File: config.mk
export PLATFORM = sky130hd
export DESIGN_NAME = stopwatch_lap_cu
export DESIGN_NICKNAME = d
export VERILOG_FILES = /design/src/rtl/stopwatch_lap_cu.sv
export SDC_FILE = /design/constraint.sdc
export NUM_CORES = 1
export LEC_CHECK = 0
export ABC_AREA = 1
export CAP_MARGIN = 20
export CORE_MARGIN = 5
export CORE_UTILIZATION = 55
export DETAILED_ROUTE_END_ITERATION = 8
export PLACE_DENSITY_LB_ADDON = 0.05
export SLEW_MARGIN = 40
export SYNTH_ARGS = -nofsm -noshare
export SYNTH_HDL_FRONTEND = slang
export SYNTH_SLANG_ARGS = --single-unit
File: constraint.sdc
create_clock -name clk -period 3.6 [get_ports clk]
set_input_delay 0.9 -clock clk [delete_from_list [all_inputs] [get_ports clk]]
set_output_delay 0.9 -clock clk [all_outputs]
set_load 0.005 [all_outputs]
File: src/rtl/stopwatch_lap_cu.sv
// Stopwatch control unit: run/stop/clear/split FSM with an on-chip lap buffer.
//
// state    | meaning
// ---------+----------------------------------------------------------
// ST_STOP  | counter halted, live display
// ST_RUN   | counter running, live display
// ST_SPLIT | counter running, display frozen on the last captured lap
// ST_CLEAR | one-cycle counter clear, lap buffer already emptied
module stopwatch_lap_cu #(
    parameter int TIME_W    = 24,
    parameter int LAP_DEPTH = 8,
    parameter bit OVERWRITE = 1'b0
) (
    input  logic                           clk,
    input  logic                           rst,
    input  logic                           i_run,
    input  logic                           i_stop,
    input  logic                           i_clear,
    input  logic                           i_lap,
    input  logic [TIME_W-1:0]              i_time,
    input  logic [$clog2(LAP_DEPTH)-1:0]   i_rd_idx,
    output logic                           o_run,
    output logic                           o_clear,
    output logic                           o_freeze,
    output logic [TIME_W-1:0]              o_hold_time,
    output logic [$clog2(LAP_DEPTH+1)-1:0] o_lap_cnt,
    output logic                           o_lap_full,
    output logic                           o_lap_ovf,
    output logic [TIME_W-1:0]              o_rd_data
);

    localparam int IDX_W = $clog2(LAP_DEPTH);
    localparam int CNT_W = $clog2(LAP_DEPTH + 1);
    localparam logic [CNT_W-1:0] DEPTH_C  = CNT_W'(LAP_DEPTH);
    localparam logic [IDX_W-1:0] LAST_PTR = IDX_W'(LAP_DEPTH - 1);
    localparam logic [IDX_W:0]   SUM_DEPTH = (IDX_W + 1)'(LAP_DEPTH);

    typedef enum logic [1:0] {
        ST_STOP  = 2'd0,
        ST_RUN   = 2'd1,
        ST_SPLIT = 2'd2,
        ST_CLEAR = 2'd3
    } state_t;

    state_t            state;
    state_t            state_nxt;
    logic              capture;
    logic              wr_en;
    logic [IDX_W-1:0]  wptr;
    logic [IDX_W-1:0]  wptr_nxt;
    logic [IDX_W:0]    rd_sum;
    logic [IDX_W:0]    rd_wrap;
    logic [IDX_W-1:0]  rd_addr;
    logic              rd_hit;
    logic [TIME_W-1:0] mem [LAP_DEPTH];

    assign o_lap_full = (o_lap_cnt == DEPTH_C);

    // Next-state and capture decode; earlier branches win on simultaneous commands.
    always_comb begin
        state_nxt = state;
        capture   = 1'b0;
        case (state)
            ST_STOP: begin
                if (i_run)        state_nxt = ST_RUN;
                else if (i_clear) state_nxt = ST_CLEAR;
            end
            ST_RUN: begin
                if (i_stop) begin
                    state_nxt = ST_STOP;
                end else if (i_lap) begin
                    state_nxt = ST_SPLIT;
                    capture   = 1'b1;
                end
            end
            ST_SPLIT: begin
                if (i_stop)      state_nxt = ST_STOP;
                else if (i_run)  state_nxt = ST_RUN;
                else if (i_lap)  capture   = 1'b1;
            end
            ST_CLEAR: state_nxt = ST_STOP;
            default:  state_nxt = ST_STOP;
        endcase
    end

    // Write side: a full buffer only accepts writes in overwrite mode.
    assign wr_en    = capture && !rst && (!o_lap_full || OVERWRITE);
    assign wptr_nxt = (wptr == LAST_PTR) ? '0 : wptr + IDX_W'(1);

    // Read address: in overwrite mode a full buffer's oldest entry sits at wptr.
    assign rd_sum  = {1'b0, wptr} + {1'b0, i_rd_idx};
    assign rd_wrap = (rd_sum >= SUM_DEPTH) ? rd_sum - SUM_DEPTH : rd_sum;
    assign rd_addr = (o_lap_full && OVERWRITE) ? rd_wrap[IDX_W-1:0] : i_rd_idx;
    assign rd_hit  = (CNT_W'(i_rd_idx) < o_lap_cnt);

    // State register, registered control outputs and lap bookkeeping.
    always_ff @(posedge clk) begin
        if (rst) begin
            state       <= ST_STOP;
            o_run       <= 1'b0;
            o_freeze    <= 1'b0;
            o_clear     <= 1'b0;
            o_hold_time <= '0;
            o_lap_cnt   <= '0;
            o_lap_ovf   <= 1'b0;
            wptr        <= '0;
        end else begin
            state    <= state_nxt;
            o_run    <= (state_nxt == ST_RUN) || (state_nxt == ST_SPLIT);
            o_freeze <= (state_nxt == ST_SPLIT);
            o_clear  <= (state_nxt == ST_CLEAR);
            if (state == ST_STOP && state_nxt == ST_CLEAR) begin
                o_hold_time <= '0;
                o_lap_cnt   <= '0;
                o_lap_ovf   <= 1'b0;
                wptr        <= '0;
            end else if (capture) begin
                o_hold_time <= i_time;
                if (!o_lap_full) begin
                    wptr      <= wptr_nxt;
                    o_lap_cnt <= o_lap_cnt + CNT_W'(1);
                end else if (OVERWRITE) begin
                    wptr <= wptr_nxt;
                end else begin
                    o_lap_ovf <= 1'b1;
                end
            end
        end
    end

    // Lap storage; contents are left unreset and hidden behind o_lap_cnt.
    always_ff @(posedge clk) begin
        if (wr_en) mem[wptr] <= i_time;
    end

    // Registered readback from pre-edge count, pointer and memory.
    always_ff @(posedge clk) begin
        if (rst)         o_rd_data <= '0;
        else if (rd_hit) o_rd_data <= mem[rd_addr];
        else             o_rd_data <= '0;
    end

endmodule

==> summary.md, run 1 <==
| Metric | Value |
|---|---|
| Outcome | `complete, no violations` |
| Number of buffer cells added on primary ports | `~90` |
| ANT nets after route | `0` |
| Arrival time reported for the critical path endpoint | `between 1500 and 2000 ps` |
| Detail-routed net length per standard cell | `roughly 16 um` |
| Ratio of cells with drive above 1 in the final layout | `0.0859` |
| Part of the cycle the worst path needs | `0.804` |
| Fraction of synthesized area in multiplexers | `0` |
| Combinational family with the most area after synthesis | `simple AND/OR/NAND/NOR gates` |
| Vias after detailed routing | `7081` |
| Post-Syn Area per Cell | `9.95 sq um` |
| Clock latency of the later-clocked register in the worst-skew pair | `510 ps` |
| Relative slew slack | `0.571` |
| Total wirelength of the detailed-routed design | `22600 um` |
| CTS HTree Levels | `1` |
| Largest cells by area after synthesis | `edfxtp_1 (55%), nand2_1 (13%), dfxtp_1 (12%)` |
| Mapped cell area | `roughly 11000 sq um` |
| Clock root buffer master | `clkbuf_16` |
| Mapped Nets | `between 1000 and 1500` |
| Combinational cell fraction of total power | `0.063` |
| Smallest setup slack after layout | `slightly above 700 ps` |
| Setup TNS | `0 ps` |
| Basic-gate share of the synthesized area counting and, or, nand and nor cells | `0.197` |
| Global-route usage over all layers | `0.207` |
| Num rows | `50` |
| Placement-stage worst setup slack | `499 ps` |
| Nature of the critical path startpoint | `register` |
| CTS tree | `built` |
| CP max FO | `10` |
| Library cell with the highest instance count after synthesis | `nand2_1` |
| Post-synth ARST share | `0` |
| Highest Clock Rate | `around 0.35 GHz` |
| Overall power consumption | `6.09 mW` |
| Fin. Hold Viols | `0` |
| Fillers | `roughly 1500` |
| Number of global-route vias before repair | `6949` |
| Largest net degree at the start of global routing | `97` |
| Commonest cells in the netlist | `nand2_1 (361), edfxtp_1 (192), inv_1 (168)` |
| Final core utilization | `0.667` |
| Die span in y | `148 um` |
| Worst vdd rail ir drop | `between 0.4 and 0.5 mV` |
| Class of the tightest hold or removal check | `register to register` |
| Number of warnings issued by yosys | `0` |
| Gate count of the mapped netlist | `around 1100` |
| Fraction of power consumed by sequential logic | `0.520` |
| Most frequent cell on the critical path | `inv_1` |
| Buffer count from post-CTS setup fixing | `0` |
| Final weighted congestion in routability-driven placement | `0.776` |
| Count of unresolved DRC violations after routing | `0` |
| CTS sink count | `253` |
| WS Path Type | `register to output port` |
| Leakage | `5.30 nW` |
| Share of the synthesized area in compound gates (AO/OA/AOI/OAI) | `0.0385` |
| Xor/xnor cell area share of the yosys netlist | `0.000832` |
| Relative area change from synthesis to final layout | `18.9%` |
| Number of max-slew violations in the final report | `0` |
| Die width | `148 um` |
| Cts bufs inserted | `26` |
| Proportion of power drawn by the clock network | `0.417` |
| Worst clock skew on the final layout | `around 11 ps` |
| Total inserted antenna cells | `0` |
| Post-synth EDFFs | `192` |
| Time the worst path needs with I/O delays and setup | `about 2900 ps` |
| Cell type with the highest aggregate area in the netlist | `edfxtp_1` |
| Data required time of the critical path | `around 2700 ps` |
| Number of cells in the finished layout apart from fillers | `1410` |
| Maximum buffer depth of the clock tree | `3` |
| Starting utilization of the core area | `0.561` |
| Summed area of non-filler cells in the final layout | `about 13000 sq um` |
| Leftover overflow at the end of global routing | `0` |
| Detailed router's first-iteration violation count | `493` |
| Post-cts hold buffer count | `0` |
| Detailed placement HPWL | `13200 um` |
| Tightest Pin Transition | `approximately 640 ps` |
| Top Ports | `90` |
| Via-to-Cell Ratio | `approximately 5` |
| Clock-pin slew on the worst setup and hold paths | `60 ps` |
| Area of the core | `18800 sq um` |
| Post-synthesis adder-cell area fraction | `0.0143` |
| First-pass GRT wire length | `36400 um` |
| Pre-Repair DR Iteration Count | `5` |
| RSZ-0062 raised after global routing | `no` |
| Total of flip-flops plus latches after synthesis | `253` |
| Delay of the slowest critical-path stage | `roughly 460 ps` |
| Net count reported at finish | `1201` |
| Psw | `1.30 mW` |
| Max-Cap Viols | `0` |
| Int Pwr | `4.79 mW` |
| Post-Place Cell Area | `between 10000 and 15000 sq um` |
| Most used DFF post-synth | `edfxtp_1` |
| Area share of the leading cell type in the synthesized netlist | `0.547` |
| Count of cells resized by post-cts repair | `0` |
| Die area | `22000 sq um` |
| Pwr dens | `about 490 nW/um^2` |
| Synth unique cells | `26` |
| Setup-violating endpoint count in the final report | `0` |
| Category of the worst setup path capture point | `output port` |
| Ordered list of cells on the worst path | `inv_1 > ha_1 > nand3_4 > inv_1 > clkdlybuf4s50_1` |
| Share of the yosys chip area belonging to registers | `0.663` |
| Hold Slack | `476 ps` |
| Placed Cells incl. Taps | `1362` |
| Slowest stage cell, crit path | `dfxtp_1` |
| Switching portion of total power | `0.213` |
| Initial antenna violation count | `0` |
## power groups by stage
stage               Clock [mW]  Sequential (mW)  Combinational (mW)
floorplan                    0             3.23               0.212
global placement             0             3.23               0.380
detailed placement           0             3.23               0.385
CTS                       2.59             3.17               0.386
global route              2.72             3.17               0.425
finish                    2.54             3.17               0.381
## routing by layer
metal	share of wire	routed length, um	vias up	GRT usage
li1	-	-	3553	-
met1	0.46	10400	3310	0.293
met2	0.47	10700	178	0.345
met3	0.046	1030	40	0.0286
met4	0.021	486	0	0.0476
met5	0	0	-	0
## cells in the final DEF, fill, tap and decap left out, drive strengths merged, types with 8 or more instances in the layout
cell type        n
nand2          363
buf             28
a21oi           34
dfxtp           61
nand3           86
ha              12
clkinv           8
edfxtp         192
clkbuf          38
nor2            65
o21ai           26
inv            170
clkdlybuf4s50   87
## cell families after synthesis
group	count (synthesis)
simple gates	515
flops	253
buf+inv	215
compound gates	63
fa+ha+maj	12
xor+xnor	1
## worst max-delay path, delay by kind of cell (launching register included)
kind          cells  cell delay [ps]
buf+inv           3              620
flops             1              460
fa+ha+maj         1              240
simple gates      1              160
## final cells by class
| cell class | instances | area [sq um] | area share |
|---|---|---|---|
| clock buffers | 38 | 737 | 0.0588 |
| clock inverters | 10 | 75.1 | 0.00599 |
| inverters | 169 | 637 | 0.0508 |
| multi-input cells | 591 | 2670 | 0.213 |
| flip-flops and latches | 253 | 6990 | 0.558 |
| well taps | 234 | 293 | 0.0234 |
| repair buffers | 115 | 1130 | 0.0899 |
## registers in the layout (all words and copies together) (netlist names), 2 cells and up
name	flops
o_rd_data	24
o_lap_cnt	4
state	2
o_hold_time	24
wptr	3
mem	192
## path summary, 6_finish.rpt
kind	startpoint	end	slack, ps	cells past startpoint
setup / recovery	o_lap_cnt[0]	o_lap_full	710	5
hold reg to reg	o_lap_ovf	o_lap_ovf	480	1
setup reg to reg	state[0]	mem[4][15]	1090	9
hold / removal	o_lap_ovf	o_lap_ovf	480	1
(Power assumes the default switching activity.)
==> inputs of run 2 (changes only) <==
clock period = 2.8 ns   (was 3.6 ns; I/O delays follow)
==> run 2 against run 1 <==
Clock skew shrank 1.9 ps. Cell count grew 0.35%. Clock power is 30% higher. Highest routed layer unchanged.
==> summary.md, run 2 (synthesized netlist as in run 1, its figures left out) <==
| Metric | Value |
|---|---|
| RSZ-0062 raised after global routing | `no` |
| Total inserted antenna cells | `0` |
| Worst vdd rail ir drop | `0.489 mV` |
| Time the worst path needs with I/O delays and setup | `between 2000 and 3000 ps` |
| Post-cts hold buffer count | `0` |
| Vias after detailed routing | `7166` |
| Setup TNS | `0 ps` |
| CTS HTree Levels | `1` |
| Area of the core | `18800 sq um` |
| Final weighted congestion in routability-driven placement | `0.833` |
| Detail-routed net length per standard cell | `16.9 um` |
| Relative slew slack | `0.606` |
| Leftover overflow at the end of global routing | `0` |
| Outcome | `complete, no violations` |
| Fin. Hold Viols | `0` |
| Count of unresolved DRC violations after routing | `0` |
| Leakage | `about 5.3 nW` |
| Smallest setup slack after layout | `around 140 ps` |
| Detailed placement HPWL | `15000 um` |
| R2r worst-path depth | `9` |
| Net count reported at finish | `1206` |
| Arrival time reported for the critical path endpoint | `between 1500 and 2000 ps` |
| Commonest non-fill, non-tap cells in the layout | `nand2_1 (361), edfxtp_1 (192), inv_1 (168), clkdlybuf4s50_1 (87), nand3_1 (83)` |
| Clock-pin slew on the worst setup and hold paths | `60 ps` |
| Data required time of the critical path | `2100 ps` |
| Critical R2R Launch | `state[0]` |
| Category of the worst setup path capture point | `output port` |
| Critical path origin | `o_lap_cnt[0]` |
| Critical register-to-register path endpoint | `mem[1][3]` |
| Global-route usage over all layers | `0.222` |
| WS Path Type | `register to output port` |
| Die span in y | `148 um` |
| Largest net degree at the start of global routing | `97` |
| Overall power consumption | `7.91 mW` |
| Relative area change from synthesis to final layout | `20.0%` |
| Number of global-route vias before repair | `slightly below 7000` |
| Total wirelength of the detailed-routed design | `24000 um` |
| Summed area of non-filler cells in the final layout | `12600 sq um` |
| Nature of the critical path startpoint | `register` |
| Count of cells resized by post-cts repair | `0` |
| Top Ports | `90` |
| Setup-violating endpoint count in the final report | `0` |
| Most frequent standard cell in the layout excluding fill and tap cells | `nand2_1` |
| Placement-stage worst setup slack | `44.4 ps` |
| Number of buffer cells added on primary ports | `89` |
| Clock root buffer master | `clkbuf_16` |
| Maximum buffer depth of the clock tree | `3` |
| Pre-Repair DR Iteration Count | `5` |
| Via-to-Cell Ratio | `5.06` |
| Initial antenna violation count | `0` |
| Reg with most FFs | `mem` |
| CTS tree | `built` |
| Buffer count from post-CTS setup fixing | `0` |
| ANT nets after route | `0` |
| Die width | `148 um` |
| Final core utilization | `0.673` |
| Starting utilization of the core area | `0.561` |
| Ratio of cells with drive above 1 in the final layout | `0.0898` |
| Cts bufs inserted | `26` |
| Highest Clock Rate | `0.376 GHz` |
| Post-Place Cell Area | `between 10000 and 15000 sq um` |
| Capturing element of the worst setup path | `o_lap_full` |
| Number of flip-flops under the largest register name | `192` |
| Tightest Pin Transition | `589 ps` |
| CTS sink count | `around 250` |
| Detailed router's first-iteration violation count | `496` |
| Biggest registers after layout | `mem x192, o_hold_time x24, o_rd_data x24` |
| Worst clock skew on the final layout | `8.95 ps` |
| Part of the cycle the worst path needs | `0.951` |
| First-pass GRT wire length | `about 38000 um` |
| Num rows | `50` |
| Die area | `22000 sq um` |
| Number of max-slew violations in the final report | `0` |
| Worst setup slack for register-to-register paths | `about 500 ps` |
| Max-Cap Viols | `0` |
| Pwr dens | `626 nW/um^2` |
| CP max FO | `10` |
| Class of the tightest hold or removal check | `register to register` |
| Clock latency of the later-clocked register in the worst-skew pair | `520 ps` |
run 2: worst max-delay path: stages (launching register included):
cell,delay [ps]
dfxtp_1,460
inv_1,90
ha_1,230
nand3_4,160
inv_1,60
clkdlybuf4s50_1,440
run 2: layer usage:
metal  share of wire  wire length [um]  up-vias  track usage
met5               0                 0        -            0
met4           0.025               609        0       0.0711
met3           0.070              1670       40       0.0350
met2            0.46             11000      238        0.345
met1            0.45             10700     3335        0.324
li1                -                 -     3553            -
run 2: where the power goes:
group	leakage, nW	switching, mW	internal (mW)	total (mW)
combinational	2.72	0.330	0.190	0.520
sequential	2.22	0.0132	4.06	4.07
clock	0.395	1.38	1.94	3.31
total	5.33	1.72	6.19	7.91
run 2: metrics by stage:
stage / hold slack [ps] / instances
3_5_place_dp: 459 / 1367
4_1_cts: 478 / 1415
6_report: 480 / 1415
2_1_floorplan: 464 / 1059
5_1_grt: 505 / 1415
3_3_place_gp: 460 / 1367
run 2: how the worst min path moves through the flow:
stage	start	endpoint	slack [ps]	cells past startpoint
after floorplan	o_lap_ovf	o_lap_ovf	460	1
after global placement	o_lap_ovf	o_lap_ovf	460	1
after detailed placement	o_lap_ovf	o_lap_ovf	460	1
after CTS	o_lap_ovf	o_lap_ovf	480	1
after global routing	o_hold_time[11]	o_hold_time[11]	500	2
final	o_hold_time[14]	o_hold_time[14]	480	2
run 2: cell type report:
cell class                 count  area, sq um
clock buffer                  38          747
clock inverter                10         78.8
fill                        1493         6130
inverter                     169          637
multi-input combinational    591         2670
sequential                   253         6990
tap                          234          293
timing repair buffer         120         1230
==> inputs of run 3 (changes only) <==
SKIP_LAST_GASP = 1   (was default)
==> results of run 3 <==
No change in the layout: final DEF, timing and power equal those of run 2.
==> edit: new RTL, flow settings as in run 3 <==
`TIME_W`: 24 -> 48.
--- a/src/rtl/stopwatch_lap_cu.sv
+++ b/src/rtl/stopwatch_lap_cu.sv
@@ -8,5 +8,5 @@
 // ST_CLEAR | one-cycle counter clear, lap buffer already emptied
 module stopwatch_lap_cu #(
-    parameter int TIME_W    = 24,
+    parameter int TIME_W    = 48,
     parameter int LAP_DEPTH = 8,
     parameter bit OVERWRITE = 1'b0
Ports: changed (resized i_time, o_hold_time and o_rd_data); port bits go from 90 to 162. The function was not compared with the original's and may differ.
==> edit against run 3 <==
Wire length increased by 86%. Worst setup slack got worse by 0.017 ns. Power increased by 98%. Sequential cell count increased by 240. Critical path type unchanged. First-iteration DRC count increased by 75%. Cell area increased by 91%. Largest power group unchanged. Utilization increased by 0.21 points. Area after synthesis increased by 90%.
==> edit: results (changes against run 3) <==
reg2reg_depth: 11  # +2
drtIter0Drc: 869  # +75%
place_hpwl_mm: 26.5  # +76%
swShare_pct: 20.8  # -0.89 points
max_freq_mhz: 373  # -0.63%
synth_edf_count: 384  # +100%
grt.total_usage_pct: 22.2  # +0.023 points
grt_pass1_wl_mm: 72.3  # +89%
fin_hold_ws_ns: 0.480  # +0.0000890 ns
grt_pass1_vias: 13500  # +95%
cts_buffers: 51  # +96%
arrival_ns: 1.98  # +0.02 ns
syn-num-nets: 2064  # +87%
synthXorXnorAreaFrac_pct: 0.0438  # -0.039 points
dp_slack_ns: 0.0775  # +0.0331 ns
grt_max_degree: 136  # +40%
worstMarginPinSlew_ns: 0.712  # +0.123 ns
met1Wirelength_mm: 19.6  # +83%
leakage_uw: 0.0102  # +91%
yosys-top-cells-count: "nand2_1, edfxtp_1, inv_1, nand3_1, nor2_1"
synthAdderAreaFrac_pct: 0.751  # -0.67 points
clkLatencyLatePin_ns: 0.57  # +0.05 ns
synth_area_leaders: "edfxtp_1, nand2_1, dfxtp_1"
vias: 13400  # +87%
grtUsageMet1_pct: 29.3  # -3.0 points
route.met3.wl_mm: 2.02  # +21%
biggestRegsByFlops: "mem x384, o_hold_time x48, o_rd_data x48"
place_inst: 2573  # +88%
status: "complete, no violations"
reg2reg_slack_ns: 0.57  # +0.07 ns
dpl_cell_area_mm2: 0.0224  # +90%
r2r_end: "mem[7][35]"
critical-path-max-stage-delay_ns: 0.44  # -0.02 ns
grt_util_met2_pct: 38.5  # +4.0 points
ys_types: 24  # -7.7%
htreeDepth: 2  # +1
ys_seq_area_share_pct: 68.6  # +2.3 points
wl_per_cell_um: 16.7  # -1.4%
synth_compound_area_share_pct: 3.08  # -0.77 points
nets: 2234  # +85%
p_int_uw: 12400  # +100%
port_buffers: 161  # +81%
met2WireLength_mm: 22.1  # +100%
seqPwrFrac_pct: 50.8  # -0.7 points
fin_skew_ns: 0.0123  # +0.00332 ns
place_congestion: 0.785  # -5.8%
p_comb_uw: 913  # +76%
## edit: cell count changes in the layout (fill, tap and decap cells not counted), moves of 32 or more
cell / before / now
clkdlybuf4s50_1: 87 / 158
o21ai_0: 16 / 48
dfxtp_1: 61 / 109
edfxtp_1: 192 / 384
nand2_1: 361 / 696
nand3_1: 83 / 155
nor2_1: 57 / 105
inv_1: 168 / 307
a21oi_1: 12 / 46
## edit: layout make-up
class,count,area (µm²)
Inverter,313,1180
Timing Repair Buffer,211,2220
Clock inverter,12,108
Clock buffer,83,1620
Fill cell,2723,11600
Sequential cell,493,13700
Tap cell,461,577
Multi-Input combinational cell,1095,4720
## edit: worst min-delay path by stage
stage / startpoint / endpoint / cells past startpoint
after floorplan: o_lap_ovf / o_lap_ovf / 1
after global placement: o_hold_time[33] / o_hold_time[33] / 2
after detailed placement: o_hold_time[9] / o_hold_time[9] / 2
after CTS: o_hold_time[9] / o_hold_time[9] / 2
after global routing: o_hold_time[9] / o_hold_time[9] / 2
final: o_lap_ovf / o_lap_ovf / 1
